## src/rtl/adc_apb_poll_master_pkg.sv

```systemverilog
// Shared definitions for the ADC APB poll master: register map, status bits,
// error codes, FSM state encodings and the debug view of both FSMs.
package adc_apb_pkg;

  localparam int SAMPLE_WIDTH = 56;

  // Register map of the ADC FIFO wrapper slave port
  localparam logic [11:0] REG_STATUS  = 12'h000;
  localparam logic [11:0] REG_TRIGGER = 12'h004;
  localparam logic [11:0] REG_HI      = 12'h008;
  localparam logic [11:0] REG_LO      = 12'h00C;

  localparam int STATUS_NONEMPTY_BIT = 0;
  localparam int STATUS_FULL_BIT     = 1;

  localparam logic [1:0] ERR_NONE    = 2'b00;
  localparam logic [1:0] ERR_SLVERR  = 2'b01;
  localparam logic [1:0] ERR_TIMEOUT = 2'b10;

  typedef enum logic [2:0] {
    S_IDLE, S_TRIG, S_POLL, S_RD_HI, S_RD_LO, S_HOLD
  } seq_state_e;

  typedef enum logic [1:0] {
    X_IDLE, X_SETUP, X_ACCESS
  } xfer_state_e;

  typedef struct packed {
    seq_state_e  seq;
    xfer_state_e xfer;
  } dbg_t;

endpackage

```

## src/rtl/adc_apb_poll_master_if.sv

```systemverilog
// APB bus bundle between the poll master and the ADC FIFO wrapper slave port.
interface adc_apb_poll_master_if #(
  parameter int ADDR_WIDTH = 12,
  parameter int DATA_WIDTH = 32
);
  logic                  PSEL;
  logic [ADDR_WIDTH-1:0] PADDR;
  logic                  PENABLE;
  logic                  PWRITE;
  logic [DATA_WIDTH-1:0] PWDATA;
  logic [DATA_WIDTH-1:0] PRDATA;
  logic                  PREADY;
  logic                  PSLVERR;

  modport master (
    output PSEL, PADDR, PENABLE, PWRITE, PWDATA,
    input  PRDATA, PREADY, PSLVERR
  );

  modport slave (
    input  PSEL, PADDR, PENABLE, PWRITE, PWDATA,
    output PRDATA, PREADY, PSLVERR
  );
endinterface

```

## src/rtl/adc_apb_poll_master_xfer.sv

```systemverilog
// Single APB transfer engine (SETUP then ACCESS until PREADY). A request
// presented on the completing cycle starts the next SETUP back-to-back.
module apb_master_xfer
  import adc_apb_pkg::*;
#(
  parameter int ADDR_WIDTH = 12,
  parameter int DATA_WIDTH = 32
) (
  input  logic                  PCLK,
  input  logic                  PRESET,
  input  logic                  req,
  input  logic [ADDR_WIDTH-1:0] addr,
  input  logic                  write,
  input  logic [DATA_WIDTH-1:0] wdata,
  output logic                  done,
  output logic [DATA_WIDTH-1:0] rdata,
  output logic                  slverr,
  output logic                  idle,
  output xfer_state_e           state_o,
  adc_apb_poll_master_if.master apb
);

  xfer_state_e           state, state_nxt;
  logic                  launch;
  logic [ADDR_WIDTH-1:0] paddr_q;
  logic                  pwrite_q;
  logic [DATA_WIDTH-1:0] pwdata_q;

  assign done = (state == X_ACCESS) && apb.PREADY;

  always_comb begin
    state_nxt = state;
    unique case (state)
      X_IDLE:   if (req) state_nxt = X_SETUP;
      X_SETUP:  state_nxt = X_ACCESS;
      X_ACCESS: if (apb.PREADY) state_nxt = req ? X_SETUP : X_IDLE;
      default:  state_nxt = X_IDLE;
    endcase
    launch = req && ((state == X_IDLE) || done);
  end

  // Address/control are captured once at launch so they stay stable until done
  always_ff @(posedge PCLK or posedge PRESET) begin
    if (PRESET) begin
      state    <= X_IDLE;
      paddr_q  <= '0;
      pwrite_q <= 1'b0;
      pwdata_q <= '0;
    end else begin
      state <= state_nxt;
      if (launch) begin
        paddr_q  <= addr;
        pwrite_q <= write;
        pwdata_q <= wdata;
      end
    end
  end

  assign apb.PSEL    = (state != X_IDLE);
  assign apb.PENABLE = (state == X_ACCESS);
  assign apb.PADDR   = paddr_q;
  assign apb.PWRITE  = pwrite_q;
  assign apb.PWDATA  = pwdata_q;
  assign rdata       = apb.PRDATA;
  assign slverr      = apb.PSLVERR;
  assign idle        = (state == X_IDLE);
  assign state_o     = state;

endmodule

```

## src/rtl/adc_apb_poll_master.sv

```systemverilog
// APB requester for the ADC FIFO wrapper: trigger, poll STATUS, read HI then LO,
// and hand the 56-bit sample to the consumer over a valid/ready stream.
module adc_apb_poll_master
  import adc_apb_pkg::*;
#(
  parameter int                    ADDR_WIDTH   = 12,
  parameter int                    DATA_WIDTH   = 32,
  parameter logic [ADDR_WIDTH-1:0] STATUS_ADDR  = REG_STATUS,
  parameter logic [ADDR_WIDTH-1:0] TRIGGER_ADDR = REG_TRIGGER,
  parameter logic [ADDR_WIDTH-1:0] HI_ADDR      = REG_HI,
  parameter logic [ADDR_WIDTH-1:0] LO_ADDR      = REG_LO,
  parameter int                    POLL_LIMIT   = 16
) (
  input  logic                    PCLK,
  input  logic                    PRESET,
  input  logic                    start_i,
  output logic                    busy_o,
  output logic [SAMPLE_WIDTH-1:0] sample_o,
  output logic                    sample_valid_o,
  input  logic                    sample_ready_i,
  output logic                    err_o,
  output logic [1:0]              err_code_o,
  output dbg_t                    dbg_o,
  adc_apb_poll_master_if.master   apb
);

  localparam int CNT_W = $clog2(POLL_LIMIT + 1);

  seq_state_e        state, state_nxt;
  xfer_state_e       x_state;
  logic              x_req, x_write, x_done, x_slverr, x_idle;
  logic [ADDR_WIDTH-1:0] x_addr;
  logic [DATA_WIDTH-1:0] x_wdata, x_rdata;
  logic [CNT_W-1:0]  poll_cnt;
  logic              poll_last, poll_timeout;
  logic [SAMPLE_WIDTH-1:0] sample_q;
  logic              valid_q, err_q;
  logic [1:0]        err_code_q;

  apb_master_xfer #(.ADDR_WIDTH(ADDR_WIDTH), .DATA_WIDTH(DATA_WIDTH)) u_xfer (
    .PCLK(PCLK), .PRESET(PRESET), .req(x_req), .addr(x_addr), .write(x_write),
    .wdata(x_wdata), .done(x_done), .rdata(x_rdata), .slverr(x_slverr),
    .idle(x_idle), .state_o(x_state), .apb(apb)
  );

  assign poll_last = (poll_cnt >= CNT_W'(POLL_LIMIT - 1));

  always_comb begin
    state_nxt    = state;
    poll_timeout = 1'b0;
    unique case (state)
      S_IDLE:  if (start_i) state_nxt = S_TRIG;
      S_TRIG:  if (x_done) state_nxt = x_slverr ? S_IDLE : S_POLL;
      S_POLL: begin
        if (x_done) begin
          if (x_slverr) state_nxt = S_IDLE;
          else if (x_rdata[STATUS_NONEMPTY_BIT]) state_nxt = S_RD_HI;
          else if (poll_last) begin
            state_nxt    = S_IDLE;
            poll_timeout = 1'b1;
          end
        end
      end
      S_RD_HI: if (x_done) state_nxt = x_slverr ? S_IDLE : S_RD_LO;
      S_RD_LO: if (x_done) state_nxt = x_slverr ? S_IDLE : S_HOLD;
      S_HOLD:  if (sample_ready_i) state_nxt = S_IDLE;
      default: state_nxt = S_IDLE;
    endcase

    // The transfer to launch is the one belonging to the state being entered,
    // which lets the next SETUP follow the completing ACCESS directly.
    x_req = ((state == S_TRIG) && x_idle) ||
            (x_done && ((state_nxt == S_POLL) || (state_nxt == S_RD_HI) ||
                        (state_nxt == S_RD_LO)));
    x_addr  = STATUS_ADDR;
    x_write = 1'b0;
    x_wdata = '0;
    case (state_nxt)
      S_TRIG: begin
        x_addr  = TRIGGER_ADDR;
        x_write = 1'b1;
        x_wdata = DATA_WIDTH'(1);
      end
      S_RD_HI: x_addr = HI_ADDR;
      S_RD_LO: x_addr = LO_ADDR;
      default: ;
    endcase
  end

  always_ff @(posedge PCLK or posedge PRESET) begin
    if (PRESET) begin
      state      <= S_IDLE;
      poll_cnt   <= '0;
      sample_q   <= '0;
      valid_q    <= 1'b0;
      err_q      <= 1'b0;
      err_code_q <= ERR_NONE;
    end else begin
      state <= state_nxt;
      if ((state == S_IDLE) && start_i) begin
        poll_cnt   <= '0;
        err_q      <= 1'b0;
        err_code_q <= ERR_NONE;
      end
      if (x_done) begin
        if (x_slverr) begin
          err_q      <= 1'b1;
          err_code_q <= ERR_SLVERR;
        end else if ((state == S_POLL) && !x_rdata[STATUS_NONEMPTY_BIT]) begin
          if (poll_cnt != '1) poll_cnt <= poll_cnt + 1'b1;
        end else if (state == S_RD_HI) begin
          sample_q[SAMPLE_WIDTH-1:24] <= x_rdata[31:0];
        end else if (state == S_RD_LO) begin
          sample_q[23:0] <= x_rdata[23:0];
          valid_q        <= 1'b1;
        end
      end
      if (poll_timeout) begin
        err_q      <= 1'b1;
        err_code_q <= ERR_TIMEOUT;
      end
      if ((state == S_HOLD) && sample_ready_i) valid_q <= 1'b0;
    end
  end

  // Stream handshake: sample_o is held stable while sample_valid_o=1 and the
  // sample is consumed on the rising edge where valid and ready are both 1.
  assign sample_o       = sample_q;
  assign sample_valid_o = valid_q;
  assign busy_o         = (state != S_IDLE);
  assign err_o          = err_q;
  assign err_code_o     = err_code_q;
  assign dbg_o          = '{seq: state, xfer: x_state};

endmodule
```

## src/flat_wrapper.sv

```systemverilog
// flat-port wrapper written by rule: the top's interface ports become plain ports
module adc_apb_poll_master_flat import adc_apb_pkg::*;
#(
  parameter int                    ADDR_WIDTH   = 12,
  parameter int                    DATA_WIDTH   = 32,
  parameter logic [ADDR_WIDTH-1:0] STATUS_ADDR  = REG_STATUS,
  parameter logic [ADDR_WIDTH-1:0] TRIGGER_ADDR = REG_TRIGGER,
  parameter logic [ADDR_WIDTH-1:0] HI_ADDR      = REG_HI,
  parameter logic [ADDR_WIDTH-1:0] LO_ADDR      = REG_LO,
  parameter int                    POLL_LIMIT   = 16
)
  (PCLK, PRESET, start_i, busy_o, sample_o, sample_valid_o, sample_ready_i, err_o, err_code_o, dbg_o, apb_PSEL, apb_PADDR, apb_PENABLE, apb_PWRITE, apb_PWDATA, apb_PRDATA, apb_PREADY, apb_PSLVERR);
  adc_apb_poll_master_if #(.ADDR_WIDTH(ADDR_WIDTH), .DATA_WIDTH(DATA_WIDTH)) apb_i ();
  input  logic PCLK;
  input  logic PRESET;
  input  logic start_i;
  output logic busy_o;
  output logic [SAMPLE_WIDTH-1:0] sample_o;
  output logic sample_valid_o;
  input  logic sample_ready_i;
  output logic err_o;
  output logic [1:0] err_code_o;
  output dbg_t dbg_o;
  output wire logic [$bits(apb_i.PSEL)-1:0] apb_PSEL;
  output wire logic [$bits(apb_i.PADDR)-1:0] apb_PADDR;
  output wire logic [$bits(apb_i.PENABLE)-1:0] apb_PENABLE;
  output wire logic [$bits(apb_i.PWRITE)-1:0] apb_PWRITE;
  output wire logic [$bits(apb_i.PWDATA)-1:0] apb_PWDATA;
  input wire logic [$bits(apb_i.PRDATA)-1:0] apb_PRDATA;
  input wire logic [$bits(apb_i.PREADY)-1:0] apb_PREADY;
  input wire logic [$bits(apb_i.PSLVERR)-1:0] apb_PSLVERR;
  assign apb_PSEL = apb_i.PSEL;
  assign apb_PADDR = apb_i.PADDR;
  assign apb_PENABLE = apb_i.PENABLE;
  assign apb_PWRITE = apb_i.PWRITE;
  assign apb_PWDATA = apb_i.PWDATA;
  assign apb_i.PRDATA = apb_PRDATA;
  assign apb_i.PREADY = apb_PREADY;
  assign apb_i.PSLVERR = apb_PSLVERR;
  adc_apb_poll_master #(.ADDR_WIDTH(ADDR_WIDTH), .DATA_WIDTH(DATA_WIDTH), .STATUS_ADDR(STATUS_ADDR), .TRIGGER_ADDR(TRIGGER_ADDR), .HI_ADDR(HI_ADDR), .LO_ADDR(LO_ADDR), .POLL_LIMIT(POLL_LIMIT)) u_core (.PCLK(PCLK), .PRESET(PRESET), .start_i(start_i), .busy_o(busy_o), .sample_o(sample_o), .sample_valid_o(sample_valid_o), .sample_ready_i(sample_ready_i), .err_o(err_o), .err_code_o(err_code_o), .dbg_o(dbg_o), .apb(apb_i));
endmodule
```

## config.mk

```make
export PLATFORM = sky130hd
export DESIGN_NAME = adc_apb_poll_master_flat
export DESIGN_NICKNAME = d
export VERILOG_FILES = /design/src/rtl/adc_apb_poll_master_pkg.sv /design/src/rtl/adc_apb_poll_master_if.sv /design/src/rtl/adc_apb_poll_master_xfer.sv /design/src/rtl/adc_apb_poll_master.sv /design/src/flat_wrapper.sv
export SDC_FILE = /design/constraint.sdc
export NUM_CORES = 1
export LEC_CHECK = 0
export BUFFER_PORTS_ARGS = -buffer_cell sky130_fd_sc_hd__buf_2
export CAP_MARGIN = 20
export CORE_ASPECT_RATIO = 0.6
export CORE_UTILIZATION = 30
export CTS_CLUSTER_SIZE = 16
export DETAILED_ROUTE_END_ITERATION = 16
export PLACE_DENSITY_LB_ADDON = 0.12
export SYNTH_ARGS = -nofsm -noshare
export SYNTH_HDL_FRONTEND = slang
export SYNTH_SLANG_ARGS = --single-unit
```

## constraint.sdc

```tcl
create_clock -name PCLK -period 3.8 [get_ports PCLK]
set_input_delay 0.19 -clock PCLK [delete_from_list [all_inputs] [get_ports PCLK]]
set_output_delay 0.19 -clock PCLK [all_outputs]
set_load 0.03 [all_outputs]
```

# [Word-level counts from Yosys, hierarchy flattened]
# Cells that the tools add are included.
# W data, S select, Z words.
[op_classes] addsub=1 order_cmp=1 n_eq_ne=17 mux=44 n_bitwise=3 reduce_logical=22
[op_table] cell="$mux W3" count=11
[op_table] cell="$mux W5" count=5
[op_table] cell="$mux W1" count=18
[op_table] cell="$pmux W3 S6" count=1
[op_table] cell="$mux W2" count=7
[op_table] cell="$eq A3 B2 Y1 const B" count=4
[op_table] cell="$pmux W4 S3" count=1
[op_table] cell="$reduce_and A5 Y1" count=2
[op_table] cell="$eq A3 B3 Y1 const B" count=3
[op_table] cell="$logic_and A1 B1 Y1" count=7
[op_table] cell="$eq A3 B1 Y1 const B" count=2
[op_table] cell="$ne A2 B2 Y1 const B" count=3
[op_table] cell="$pmux W2 S3" count=1
[op_table] cell="$reduce_bool A2 Y1" count=3
[op_table] cell="$add A5 B1 Y5 const B" count=1
[op_table] cell="$ge A5 B4 Y1 const B" count=1
[op_table] cell="$ne A5 B5 Y1 const B" count=1
[op_table] cell="$logic_or A1 B1 Y1" count=4
[op_table] cell="$ne A2 B1 Y1 const B" count=2
[op_table] cell="$reduce_and A4 Y1" count=1
[op_table] cell="$logic_not A3 Y1" count=1
[op_table] cell="$not A1 Y1" count=3
[op_table] cell="$reduce_bool A3 Y1" count=1
[op_table] cell="$eq A2 B1 Y1 const B" count=1
[op_table] cell="4 further kinds" count=4
[word_totals] reg_bits=115 input_bits=38 out_inout_bits=113 wordCells=99

# [Longest topological paths before layout]
[depth] word_depth=14 depth_mapped=7 mapped_depth_nobuf=7

# [Modules after synthesis]
# From an unflattened synthesis, not the netlist that was laid out.
[unflattened] cells_unflattened=342 hier_area_um2=5211.2
[by_module_without_submodules] mod="adc_apb_poll_master" instances=1 cells_each=203 area_each_um2=2975.4 seq_area_each_um2=1701.6
[by_module_without_submodules] mod="apb_master_xfer" instances=1 cells_each=139 area_each_um2=2235.9 seq_area_each_um2=1176.1

# [Least setup slack after synthesis]
# No wires, ideal clock.
[synth_timing] kind="register to register" from="register u_core.u_xfer.state[0] (netlist: u_core.u_xfer.state_o[0])" to="register u_core.sample_q[31] (netlist: u_core.sample_o[31])" setup_time_ns=0.125 t_arrival_ns=1.757 required_time_ns=3.675 path_slack_ns=1.918 stages_incl_launch_ff=6 n_path_buf=2 period_less_slack_ns=1.882 path_cell_list="dfrtp_1 -> nand3b_4 -> or3_1 -> buf_6 -> buf_6 -> mux2_4"
[synth_via] elab_chain_cells=3
[synth_lines] element="from (decl)" line_no="adc_apb_poll_master_xfer.sv:23" rtl="xfer_state_e state, state_nxt;"
[synth_lines] element="from (signal assigned)" line_no="adc_apb_poll_master_xfer.sv:50" rtl="state <= state_nxt;"
[synth_lines] element="$eq A2 B2 Y1" line_no="adc_apb_poll_master_xfer.sv:29" rtl="assign done = (state == X_ACCESS) && apb.PREADY;"
[synth_lines] element="$logic_and A1 B1 Y1" line_no="adc_apb_poll_master_xfer.sv:29"
[synth_lines] element="$reduce_and A4 Y1 (no source line)"
[synth_lines] element="to (signal, indexed assignment)" line_no="adc_apb_poll_master.sv:112" rtl="sample_q[SAMPLE_WIDTH-1:24] <= x_rdata[31:0];"
[synth_lines] element="to (decl)" line_no="adc_apb_poll_master.sv:36" rtl="logic [SAMPLE_WIDTH-1:0] sample_q;"
# No other way between the ends.
# A chain may end at the register's enable or synchronous reset.

# [Final worst setup path]
[layout_timing] from="register u_core.u_xfer.state[0] (netlist: u_core.u_xfer.state_o[0])" to="register u_core.sample_q[38] (netlist: u_core.sample_o[38])"
# The elaborated chain is that of the path after synthesis.

==> impl_results.md <==
* Status: finished, final reports clean
* Initial Util at a little under a third
* Clock buffer depth at 2
* Ys Warns at 0
* Slew Viols, Final at 0
* Global-route wire length before repair at around 12000 um
* Kind of cell adding the most delay to the critical path: simple AND/OR/NAND/NOR gates
* Htree depth at 3
* Wirelength per Cell at between 10 and 15 um
* R2r startpoint: u_core.u_xfer.state_o[0]$_DFFE_PP0P_
* Met1 usage at approximately 18%
* Post-DR vias/cell at a little over 4
* Hold Crit Class: in -> async
* Area Overhead vs Synth at 24.86%
* PostCTS Resize Cnt at 0
* Synth top area cells: dfrtp_1 (53%), mux2_4 (11%), mux2_2 (9.4%)
* Total Neg Setup Slack at 0 ns
* DRC violations left at 0
* Total design power at approximately 3.4 mW
* Final WL at around 7000 um
* Critical Path Start: u_core.u_xfer.state_o[0]$_DFFE_PP0P_
* Via Count at about 2.2k
* FFs w/ async S/R, synth at between 90% and 100%
* WP data arrival at ~2.4 ns
* F_max at 0.4534 GHz
* Relative slew margins at between 30% and 40%
* Max IR drop VDD at about 0.00032 V
* Synth Register Bits at 73
* Crit path time final at 2.205 ns
* Max_cap viols at 0
* IO buf count at 109
* DRT iter0 DRCs at 65
* Clk Latency, worst-skew pair at around 0.32 ns
* Core Area at roughly 11000 um^2
* Clock Tree Root: clkbuf_16
* CP Buf/Inv Count at 1
* Global route overflow at 0
* Synth top area share at a little over half
* Cell count along the critical path at 4
* Die Footprint at between 10000 and 15000 um^2
* Die W at 140.9 um
* Clock sink total at 73
* Hold Vio Cnt, Final at 0
* CP startpoint kind: flip-flop
* Worst reg2reg path depth at 4
* Fin crit share at around 58%
* EDFF count, synth at 0
* Kind of critical path: reg -> reg
* Cell Rows at 30
* Global route hottest layer: met1
* WHS at between 0.07 and 0.08 ns
* Worst EP required at 4.00 ns
* Post-CTS Setup Inserts at 0
* Lkg Pwr at 2.420 nW
* Main synth FF type: dfrtp_1
* Clk_skew at between 0.004 and 0.005 ns
* Seq/Total Area, Yosys at between 50% and 60%
* Ports at 151
* Routability cong. at approximately 0.70
* Met3 usage at slightly below 6%
* Gate Count Post-Synth at 262
* Gr usage total at between 10% and 20%
* Slowest cell delay on critical path at around 0.80 ns
* Share of cells above drive strength 1 at 50.79%
* Initial antenna violation count at 0
* Synth Area per Inst at 13.25 um^2
* Hold Buf Count CTS at 0
* Clock buffer count from CTS at 9
* Cell area after synthesis at ~3500 um^2
* Synth unique cells at about 40
* Final Setup Violations at 0
* Dpl hpwl at a little over 5000 um
* Final net count at 416
* Vias in the first global route at between 2k and 2.5k
* RSZ-0062 raised after global routing: no
* CTS tree: yes
* Worst setup EP type: flip-flop
* ANT cells at 0
* Met2 global-route usage at around 18%
* Post-synth top area cell: dfrtp_1
* Die Ht at approximately 85 um
* CP Max Fanout at 19
* Drt pass-1 iters at 4
* Largest net degree at the start of global routing at 45
* Post-route ant nets at 0
* Worst-path cell with the longest stage delay: or3_2
* Reg clk slew, reported paths at around 0.060 ns
* Critical Path, Cell by Cell: nand3b_4 -> or3_2 -> buf_12 -> mux2_4
* Worst-Margin Slew at between 0.9 and 1 ns
* Power Dens Cells at roughly 780 nW/um^2
-- area by class of cell --
cell class,count,area (um^2)
Clock buffer,12,266.5
Clock inverter,4,50.05
Fill cell,1151,6963
Inverter,8,30.03
Multi-Input combinational cell,172,1389
Sequential cell,73,1827
Tap cell,160,200.2
Timing Repair Buffer,111,573.1
-- path summary, 6_finish.rpt --
check | to | slack (ns)
hold reg to reg | u_core.sample_o[24]$_DFFE_PP0P_ | 0.49
setup / recovery | u_core.sample_o[38]$_DFFE_PP0P_ | 1.59
max in group asynchronous | u_core.sample_o[17]$_DFFE_PP0P_ | 2.77
setup reg to reg | u_core.sample_o[38]$_DFFE_PP0P_ | 1.59
hold / removal | u_core.sample_o[12]$_DFFE_PP0P_ | 0.07
min in group PCLK | u_core.sample_o[50]$_DFFE_PP0P_ | 0.09
-- per-layer routing --
layer  share of wire, %  vias to the layer above
met1                 51                     1089
met3                8.1                        5
li1                   -                     1042
met2                 41                       86
met4               0.42                        0
met5                  0                        -
-- cells in the final DEF, fill, tap and decap left out, types with 3 or more instances in the layout --
cell / Yosys / final
buf_2: 2 / 109
dfrtp_1: 73 / 73
conb_1: 1 / 41
mux2_2: 29 / 29
mux2_4: 26 / 26
nand2_1: 16 / 16
clkbuf_16: 0 / 9
inv_1: 8 / 7
o21ai_0: 6 / 6
nor2_1: 5 / 5
o21ai_1: 4 / 4
o211ai_1: 3 / 3
nand3_1: 3 / 3
ha_1: 3 / 3
clkbuf_8: 0 / 3
-- metrics by stage --
step	area, um^2	instances	worst slack (ns)	util (%)
2_1_floorplan	3622	302	1.757	-
3_3_place_gp	3999	523	1.425	35.39
3_5_place_dp	3999	523	1.385	35.39
4_1_cts	4315	539	1.375	38.19
5_1_grt	4335	540	1.396	38.37
6_report	4335	540	1.595	38.37
-- worst reg2reg max path: cells and delay by family, from the launching register on --
kind / cells / cell delay, ns
and+or+nand+nor: 2 / 1.05
buffers and inverters: 1 / 0.28
DFF: 1 / 0.43
muxes: 1 / 0.31
-- kinds of logic after synthesis --
logic type,share of synthesized area (%)
flip-flops,52.61
AO/OA/AOI/OAI,5.983
multiplexers,21.23
other,0.1080
buffers and inverters,11.75
AND/OR/NAND/NOR,7.243
adder cells (fa/ha/maj),1.081
-- synthesized netlist by cell type (all sizes together) (2+ instances only) --
master,count
dfrtp,73
mux2,55
buf,49
nand2,17
o21ai,10
inv,8
nor2,5
o211ai,5
ha,3
nand3,3
or2,3
a21oi,2
a31o,2
and3,2
mux2i,2
nand2b,2
nor2b,2
nor3,2
or3,2
-- report_power, final --
| part | total, mW | switching (mW) | internal (mW) | leakage (nW) |
|---|---|---|---|---|
| clock network | 0.877 | 0.317 | 0.561 | 0.151 |
| logic | 1.34 | 0.857 | 0.481 | 1.30 |
| registers | 1.16 | 0.151 | 1.01 | 0.969 |
| total | 3.37 | 1.32 | 2.05 | 2.42 |
-- sequential cells by signal, summed over array words and instances, names as in the netlist --
name	flops
u_core.u_xfer.state_o	2
u_core.state	3
u_core.poll_cnt	5
u_core.u_xfer.apb.PWRITE	1
u_core.u_xfer.apb.PADDR	2
u_core.sample_valid_o	1
u_core.sample_o	56
u_core.err_code_o	2
u_core.err_o	1
No activity file was read; power rests on OpenSTA's default activity.
